[config.mk]
export PLATFORM = sky130hd
export DESIGN_NAME = layer_compositor
export DESIGN_NICKNAME = d
export VERILOG_FILES = /design/src/rtl/layer_compositor.sv
export SDC_FILE = /design/constraint.sdc
export NUM_CORES = 1
export LEC_CHECK = 0
export BUFFER_PORTS_ARGS = -buffer_cell sky130_fd_sc_hd__buf_2
export CAP_MARGIN = 20
export CORE_MARGIN = 2
export CORE_UTILIZATION = 51
export DETAILED_ROUTE_END_ITERATION = 12
export GPL_TIMING_DRIVEN = 0
export PLACE_DENSITY = 0.82
export SLEW_MARGIN = 15
export SYNTH_ARGS = -nofsm -noshare
export SYNTH_HDL_FRONTEND = slang
export SYNTH_SLANG_ARGS = --single-unit
[constraint.sdc]
create_clock -name clock -period 6.1 [get_ports clock]
set_clock_uncertainty 0.1 [all_clocks]
set_input_delay 0.305 -clock clock [delete_from_list [all_inputs] [get_ports clock]]
set_output_delay 0.305 -clock clock [all_outputs]
set_load 0.05 [all_outputs]
[src/rtl/layer_compositor.sv]
// layer_compositor
//   Final compositing stage behind the character sprite stage. Merges the
//   character layer, the obstacle layer and a flat background into the 12-bit
//   VGA colour. It also detects character/obstacle overlap, runs the game
//   state machine RUN -> HIT -> OVER and keeps a per-frame score.
//
//   There is no handshake: one pixel is accepted every clock and its colour
//   appears on vga_* exactly one clock later.
//
//   Optional build macro HIGH_SCORE_EN adds the high_score output and register.
//
// Ports
//   clock, reset                  pixel clock, asynchronous active-high reset
//   display_col, display_row      current raster position
//   visible                       active-video flag
//   char_red/green/blue, char_visible   character layer colour + opacity
//   obst_red/green/blue, obst_visible   obstacle layer colour + opacity
//   restart_key                   restart request, honoured only in OVER
//   vga_red/green/blue            registered output colour
//   collision                     one-clock pulse on the first overlap of a run
//   game_over                     high while in OVER
//   score                         frames survived (saturating)
//   high_score                    best final score (HIGH_SCORE_EN only)
module layer_compositor #(
    parameter logic [11:0] BG_COLOR         = 12'hFFF,
    parameter int          HIT_FLASH_FRAMES = 30,
    parameter int          SCORE_W          = 16
) (
    input  logic               clock,
    input  logic               reset,
    input  logic [11:0]        display_col,
    input  logic [10:0]        display_row,
    input  logic               visible,
    input  logic [3:0]         char_red,
    input  logic [3:0]         char_green,
    input  logic [3:0]         char_blue,
    input  logic               char_visible,
    input  logic [3:0]         obst_red,
    input  logic [3:0]         obst_green,
    input  logic [3:0]         obst_blue,
    input  logic               obst_visible,
    input  logic               restart_key,
    output logic [3:0]         vga_red,
    output logic [3:0]         vga_green,
    output logic [3:0]         vga_blue,
    output logic               collision,
    output logic               game_over,
`ifdef HIGH_SCORE_EN
    output logic [SCORE_W-1:0] high_score,
`endif
    output logic [SCORE_W-1:0] score
);

    typedef enum logic [1:0] {
        ST_RUN  = 2'd0,
        ST_HIT  = 2'd1,
        ST_OVER = 2'd2
    } state_t;

    localparam logic [7:0] FLASH_LOAD = 8'(HIT_FLASH_FRAMES);

    state_t             state, state_nxt;
    logic               origin, origin_d, fs, overlap, flash_on;
    logic [7:0]         flash_cnt, flash_nxt;
    logic [SCORE_W-1:0] score_nxt;
    logic               collision_nxt;
    logic [3:0]         red_nxt, green_nxt, blue_nxt;

    // A frame start is the rising edge of the raster origin, so holding
    // (0,0) for several clocks still yields a single fs.
    assign origin    = (display_col == 12'd0) && (display_row == 11'd0);
    assign fs        = origin && !origin_d;
    assign overlap   = visible && char_visible && obst_visible;
    assign game_over = (state == ST_OVER);
    // Flash is driven by bit 2 of the remaining-frame count, HIT only.
    assign flash_on  = (state == ST_HIT) && flash_cnt[2];

    always_ff @(posedge clock or posedge reset) begin
        if (reset) state <= ST_RUN;
        else       state <= state_nxt;
    end

    always_comb begin
        state_nxt     = state;
        flash_nxt     = flash_cnt;
        score_nxt     = score;
        collision_nxt = 1'b0;
        case (state)
            ST_RUN: begin
                // Score and overlap are independent: both may act on one clock.
                if (fs && (score != '1)) score_nxt = score + SCORE_W'(1);
                if (overlap) begin
                    collision_nxt = 1'b1;
                    flash_nxt     = FLASH_LOAD;
                    state_nxt     = ST_HIT;
                end
            end
            ST_HIT: begin
                if (fs) begin
                    flash_nxt = flash_cnt - 8'd1;
                    if (flash_cnt == 8'd1) state_nxt = ST_OVER;
                end
            end
            ST_OVER: begin
                if (restart_key) begin
                    state_nxt = ST_RUN;
                    score_nxt = '0;
                end
            end
            default: state_nxt = ST_RUN;
        endcase
    end

    always_comb begin
        red_nxt   = 4'h0;
        green_nxt = 4'h0;
        blue_nxt  = 4'h0;
        if (!visible) begin
            red_nxt = 4'h0;
        end else if (char_visible) begin
            if (flash_on) begin
                red_nxt = 4'hF;
            end else begin
                red_nxt   = char_red;
                green_nxt = char_green;
                blue_nxt  = char_blue;
            end
        end else if (obst_visible) begin
            red_nxt   = obst_red;
            green_nxt = obst_green;
            blue_nxt  = obst_blue;
        end else begin
            red_nxt   = BG_COLOR[3:0];
            green_nxt = BG_COLOR[7:4];
            blue_nxt  = BG_COLOR[11:8];
        end
    end

    always_ff @(posedge clock or posedge reset) begin
        if (reset) begin
            origin_d  <= 1'b0;
            flash_cnt <= 8'd0;
            score     <= '0;
            collision <= 1'b0;
            vga_red   <= 4'h0;
            vga_green <= 4'h0;
            vga_blue  <= 4'h0;
        end else begin
            origin_d  <= origin;
            flash_cnt <= flash_nxt;
            score     <= score_nxt;
            collision <= collision_nxt;
            vga_red   <= red_nxt;
            vga_green <= green_nxt;
            vga_blue  <= blue_nxt;
        end
    end

`ifdef HIGH_SCORE_EN
    // Captured on the clock that enters OVER; the score is already frozen then.
    always_ff @(posedge clock or posedge reset) begin
        if (reset) begin
            high_score <= '0;
        end else if ((state != ST_OVER) && (state_nxt == ST_OVER) &&
                     (score > high_score)) begin
            high_score <= score;
        end
    end
`endif

endmodule

-- Word-level counts from Yosys, hierarchy flattened
Cells that the tools add are included.
- register bits after elaboration: 40
- input port bits: 53
- add/sub/neg operators: 2
- equality and inequality tests: 9
- multiplexer cells: 25
- reductions and logical operators: 15
- operators with widths (operator ; count):
    two-way mux 4 bit ; 12
    two-way mux 16 bit ; 2
    case mux 16 bit (2 select lines) ; 1
    adder 16 x 1 -> 16 bit, second input constant ; 1
    two-way mux 8 bit ; 2
    != test 16 bit, second input constant ; 1
    case mux 8 bit (2 select lines) ; 1
    logical NOT 12 bit ; 1
    logical NOT 11 bit ; 1
    equality test 8 x 1 -> 1 bit, second input constant ; 1
    two-way mux 2 bit ; 4
    != test 2 bit, second input constant ; 4
    subtractor 8 x 1 -> 8 bit, second input constant ; 1
    logical AND 1 bit ; 6
    case mux 2 bit (3 select lines) ; 1
    AND reduction 3 bit ; 2
    AND reduction 4 bit ; 1
    nonzero test 2 bit ; 2
    equality test 2 x 1 -> 1 bit, second input constant ; 1
    equality test 2 bit, second input constant ; 1
    logical NOT 2 bit ; 1
    two-way mux 1 bit ; 2
    != test 2 x 1 -> 1 bit, second input constant ; 1
    logical NOT 1 bit ; 1

-- Longest topological paths before layout
- depth in word-level cells: 6
- mapped depth: 7
- gate-level depth less buffers: 6

-- Worst setup path after synthesis
OpenSTA, ideal clock, no wires.
- path type: reg2reg
- from: register score[2]
- to: register score[11]
- arrival time: 2.068 ns
- required time: 5.876 ns
- setup slack: 3.808 ns
- stages on the path, launching flop included: 6
- buffers on the path: 1
- period minus slack after synthesis: 2.292 ns
- cell sequence: dfrtp_1 -> nand3_1 -> or4_1 -> buf_1 -> and3_1 -> a211o_1
- word-level cells in the longest chain between the ends: 4
- elaborated cells on any way between the ends: 7
- ends and longest elaborated chain (element ; RTL line ; text):
    start, declared ; 51 ; output logic [SCORE_W-1:0] score
    start signal, assigned ; 151 ; score <= score_nxt;
    branches (longest 4 deep; another with adder 16 x 1 -> 16 bit) ; n/a ;
Parallel ways; which one is timed is not known. The select of a mux whose other input is x is not followed.
A chain may end at the register's enable or synchronous reset.

-- Final worst setup path
- from: register score[7]
- to: register score[7]
Same word-level chain as after synthesis.

==> impl_results.html <==
<table>
<tr><th>Metric</th><th>Value</th></tr>
<tr><th colspan="2">GRT</th></tr>
<tr><td>Total global-route track usage</td><td>24.1%</td></tr>
<tr><td>Via count of the first global-routing pass</td><td>1853</td></tr>
<tr><td>Pin count of the biggest net entering global routing</td><td>35</td></tr>
<tr><td>Met3 routing resource usage after global routing</td><td>7.43%</td></tr>
<tr><td>Global route total overflow</td><td>0</td></tr>
<tr><td>Initial antenna violation count</td><td>0</td></tr>
<tr><td>Global-route wire length before repair</td><td>8.04 mm</td></tr>
<tr><td>GRT met1 Usage</td><td>26.7%</td></tr>
<tr><td>Busiest metal layer after global routing</td><td>met2</td></tr>
<tr><td>Met2 Usage GRT</td><td>43.3%</td></tr>
<tr><th colspan="2">Floorplan</th></tr>
<tr><td>Width of the die</td><td>67.0 µm</td></tr>
<tr><td>Area of the core region</td><td>3740 µm²</td></tr>
<tr><td>Site row count</td><td>22</td></tr>
<tr><td>Initial Utilization</td><td>54.1%</td></tr>
<tr><td>Die area</td><td>4490 µm²</td></tr>
<tr><td>Die H</td><td>67.0 µm</td></tr>
<tr><td>IO Count</td><td>83</td></tr>
<tr><th colspan="2">Timing</th></tr>
<tr><td>Final number of max-transition violations</td><td>0</td></tr>
<tr><td>Final period demand of the worst path</td><td>2.27 ns</td></tr>
<tr><td>Worst-Margin Slew</td><td>0.762 ns</td></tr>
<tr><td>Number of endpoints with negative hold slack in the final report</td><td>0</td></tr>
<tr><td>Setup violators final</td><td>0</td></tr>
<tr><td>Tcrit/Tclk final</td><td>37.2%</td></tr>
<tr><td>Setup TNS</td><td>0 ns</td></tr>
<tr><td>Fmax</td><td>440 MHz</td></tr>
<tr><td>RSZ-0062 raised after global routing</td><td>no</td></tr>
<tr><td>Worst max-slew margin expressed relative to the limit</td><td>48.7%</td></tr>
<tr><th colspan="2">Synthesis</th></tr>
<tr><td>Post-synth top area share</td><td>49.4%</td></tr>
<tr><td>Synth Net Count</td><td>274</td></tr>
<tr><td>Cell type with the largest total area after synthesis</td><td>dfrtp_1</td></tr>
<tr><td>Number of warning messages in the yosys log</td><td>0</td></tr>
<tr><td>Number of flops mapped to enable cells by yosys</td><td>0</td></tr>
<tr><td>Post-synth design cell area</td><td>2020 µm²</td></tr>
<tr><td>Register area share after synthesis</td><td>49.4%</td></tr>
<tr><td>Top post-synthesis cells by area</td><td>dfrtp_1 (49%), o21ai_0 (5.9%), nand2_1 (3.5%)</td></tr>
<tr><td>Ys flop type</td><td>dfrtp_1</td></tr>
<tr><td>Number of instances in the synthesized netlist</td><td>218</td></tr>
<tr><td>Post-synthesis area per instance</td><td>9.29 µm²</td></tr>
<tr><td>Post-synth ARST share</td><td>100%</td></tr>
<tr><td>Number of unique standard cell types used by synthesis</td><td>36</td></tr>
<tr><td>Post-synthesis register bit count</td><td>40</td></tr>
<tr><th colspan="2">Critical path</th></tr>
<tr><td>Worst r2r dst</td><td>score[7]$_DFFE_PP0P_</td></tr>
<tr><td>Startpoint-to-endpoint class of the critical path</td><td>register to register</td></tr>
<tr><td>Worst R2R Path Depth</td><td>6</td></tr>
<tr><td>Startpoint type of the worst setup path</td><td>register</td></tr>
<tr><td>Critical Path Start</td><td>score[7]$_DFFE_PP0P_</td></tr>
<tr><td>Data arrival at the endpoint of the critical path</td><td>2.35 ns</td></tr>
<tr><td>Reg2Reg Setup Slack</td><td>3.83 ns</td></tr>
<tr><td>Worst R2R Start</td><td>score[7]$_DFFE_PP0P_</td></tr>
<tr><td>Crit end category</td><td>register</td></tr>
<tr><td>Max FO, Critical Path</td><td>10</td></tr>
<tr><td>Required arrival time at the worst endpoint</td><td>6.18 ns</td></tr>
<tr><th colspan="2">Layout</th></tr>
<tr><td>Filler cells</td><td>318</td></tr>
<tr><td>Most frequent standard cell in the layout excluding fill and tap cells</td><td>buf_2</td></tr>
<tr><td>Finished layout cell area</td><td>2600 µm²</td></tr>
<tr><td>Top library cells by usage in the layout, fill and taps aside</td><td>buf_2 (84), dfrtp_1 (40), o21ai_0 (24)</td></tr>
<tr><td>Net count, final</td><td>365</td></tr>
<tr><td>Layout overhead on the synthesized area</td><td>28.6%</td></tr>
<tr><td>Post-Layout Cell Count</td><td>357</td></tr>
<tr><td>Share of post-route cells with drive strength above 1</td><td>31.7%</td></tr>
<tr><td>ANT cells</td><td>0</td></tr>
<tr><th colspan="2">Min path</th></tr>
<tr><td>Hold Path Sink</td><td>vga_blue[0]$_DFF_PP0_</td></tr>
<tr><td>Hold path startpoint</td><td>char_blue[0]</td></tr>
<tr><td>Min-Delay Path Class</td><td>input pin to register</td></tr>
<tr><td>Min-Delay Path Depth</td><td>3</td></tr>
<tr><th colspan="2">Pwr</th></tr>
<tr><td>Leakage</td><td>1.35 nW</td></tr>
<tr><td>Final Total Pwr</td><td>0.548 mW</td></tr>
<tr><td>Power density cells</td><td>211 nW/µm²</td></tr>
<tr><td>Maximum resistive drop on vdd</td><td>0.182 mV</td></tr>
<tr><th colspan="2">Run</th></tr>
<tr><td>Max Cap Viol</td><td>0</td></tr>
<tr><th colspan="2">Clock network</th></tr>
<tr><td>Total number of H-tree levels</td><td>2</td></tr>
<tr><td>Clock tree from TritonCTS</td><td>built</td></tr>
<tr><td>Max Buffers Root-to-Sink</td><td>2</td></tr>
<tr><td>Insertion delay to the later sink of the worst-skew pair</td><td>0.29 ns</td></tr>
<tr><td># clock sinks</td><td>40</td></tr>
<tr><td>Buffers inserted by post-CTS timing repair</td><td>0</td></tr>
<tr><td>Quantity of gates resized following cts</td><td>0</td></tr>
<tr><td>Number of clock buffers inserted by TritonCTS</td><td>5</td></tr>
<tr><td>Cell at the root of the clock tree</td><td>clkbuf_8</td></tr>
<tr><td>Clock slew seen by the registers of the worst setup and hold paths</td><td>0.07 ns</td></tr>
<tr><th colspan="2">Routing</th></tr>
<tr><td>Average wire per cell in the routed design</td><td>14.2 µm</td></tr>
<tr><td>Number of search-and-repair iterations in the first detailed-routing pass</td><td>4</td></tr>
<tr><td>Residual antenna-violating net count after detailed routing</td><td>0</td></tr>
<tr><td>Total detailed-routing wirelength</td><td>5.06 mm</td></tr>
<tr><td>Number of vias in the routed layout</td><td>2038</td></tr>
<tr><td>Per-cell via count in the routed design</td><td>5.71</td></tr>
<tr><td>Number of design rule violations left after detail routing</td><td>0</td></tr>
<tr><td>DRC marker count from the first detailed-route iteration</td><td>205</td></tr>
<tr><th colspan="2">Placed design</th></tr>
<tr><td>Dpl cell area</td><td>2510 µm²</td></tr>
<tr><td>IO Port Bufs</td><td>82</td></tr>
<tr><td>Global placer's final weighted congestion</td><td>0.781</td></tr>
<tr><td># placed instances</td><td>349</td></tr>
<tr><td>HPWL after detailed placement</td><td>3.85 mm</td></tr>
<tr><th colspan="2">Run status</th></tr>
<tr><td>Run status</td><td>finished, final reports clean</td></tr>
</table>
how the worst max path moves through the flow:
stage | endpoint | slack [ns] | cells after the start
after global placement | score[13]$_DFFE_PP0P_ | 3.58 | 7
after detailed placement | score[5]$_DFFE_PP0P_ | 3.55 | 7
after floorplan | score[11]$_DFFE_PP0P_ | 3.81 | 5
after global routing | score[3]$_DFFE_PP0P_ | 3.65 | 7
final | score[7]$_DFFE_PP0P_ | 3.83 | 6
after CTS | score[7]$_DFFE_PP0P_ | 3.83 | 6
where the power goes:
group	total [mW]	internal [mW]	switching, mW
logic	0.0970	0.0322	0.0648
registers	0.286	0.278	0.00831
clock network	0.165	0.0777	0.0870
final cells by class:
class	instances	area, µm²	share of cell area [%]
Clock inverter	1	5.00	0.192
Inverter	13	48.8	1.87
Tap cell	48	60.1	2.31
Timing Repair Buffer	84	440	16.9
Sequential cell	40	1000	38.5
Clock buffer	6	72.6	2.79
Multi-Input combinational cell	156	931	35.8
Buffer	9	43.8	1.68
routing by layer:
layer	part of all wire (%)	vias to the layer above
met4	1.6	0
met1	41	963
li1	-	994
met2	51	72
met5	0	-
met3	6.3	9
cells in the mapped netlist, drive strengths merged, types with 4 or more instances:
cell type,n
dfrtp,40
o21ai,24
nand2,19
a21oi,14
inv,13
nor4,10
a21o,9
nor3,9
nor2,8
a31oi,6
nand3,6
nand4,6
o31ai,6
and3,5
clkbuf,5
buf,4
nor3b,4
or3,4
or4,4
critical path, stage by stage, from the launching register on:
cell     delay [ns]
dfrtp_1        0.49
nand4_1        0.19
o41ai_1        0.61
or3_2          0.24
buf_2          0.21
o21ai_0        0.12
a21o_1         0.21
flip-flops by register name, summed over array words and instances (netlist names):
register / count
state: 2
collision: 1
vga_blue: 4
flash_cnt: 8
origin_d: 1
score: 16
vga_red: 4
vga_green: 4
logic make-up after synthesis:
logic type	Yosys count	share of synthesized area, %
adders and majority gates	3	1.85
buffers and inverters	22	4.57
AOI/OAI and AO/OA	69	21.0
xor gates and xnor gates	1	0.433
DFF	40	49.4
muxes	1	0.494
and+or+nand+nor	82	22.3
metrics by stage:
step | hold slack (ns) | util [%] | setup WS, ns
6_report | 0.145 | 69.5 | 3.83
5_1_grt | 0.150 | 69.5 | 3.65
4_1_cts | 0.137 | 69.5 | 3.83
3_5_place_dp | 0.118 | 67.2 | 3.55
3_3_place_gp | 0.391 | 66.6 | 3.58
2_1_floorplan | 0.300 | - | 3.81
timing repair:
item,CTS,global route
hold buffers,1,0
hold endpoints to repair,6,0
setup endpoints to repair,0,0
Power figures use the tool's default switching activity.
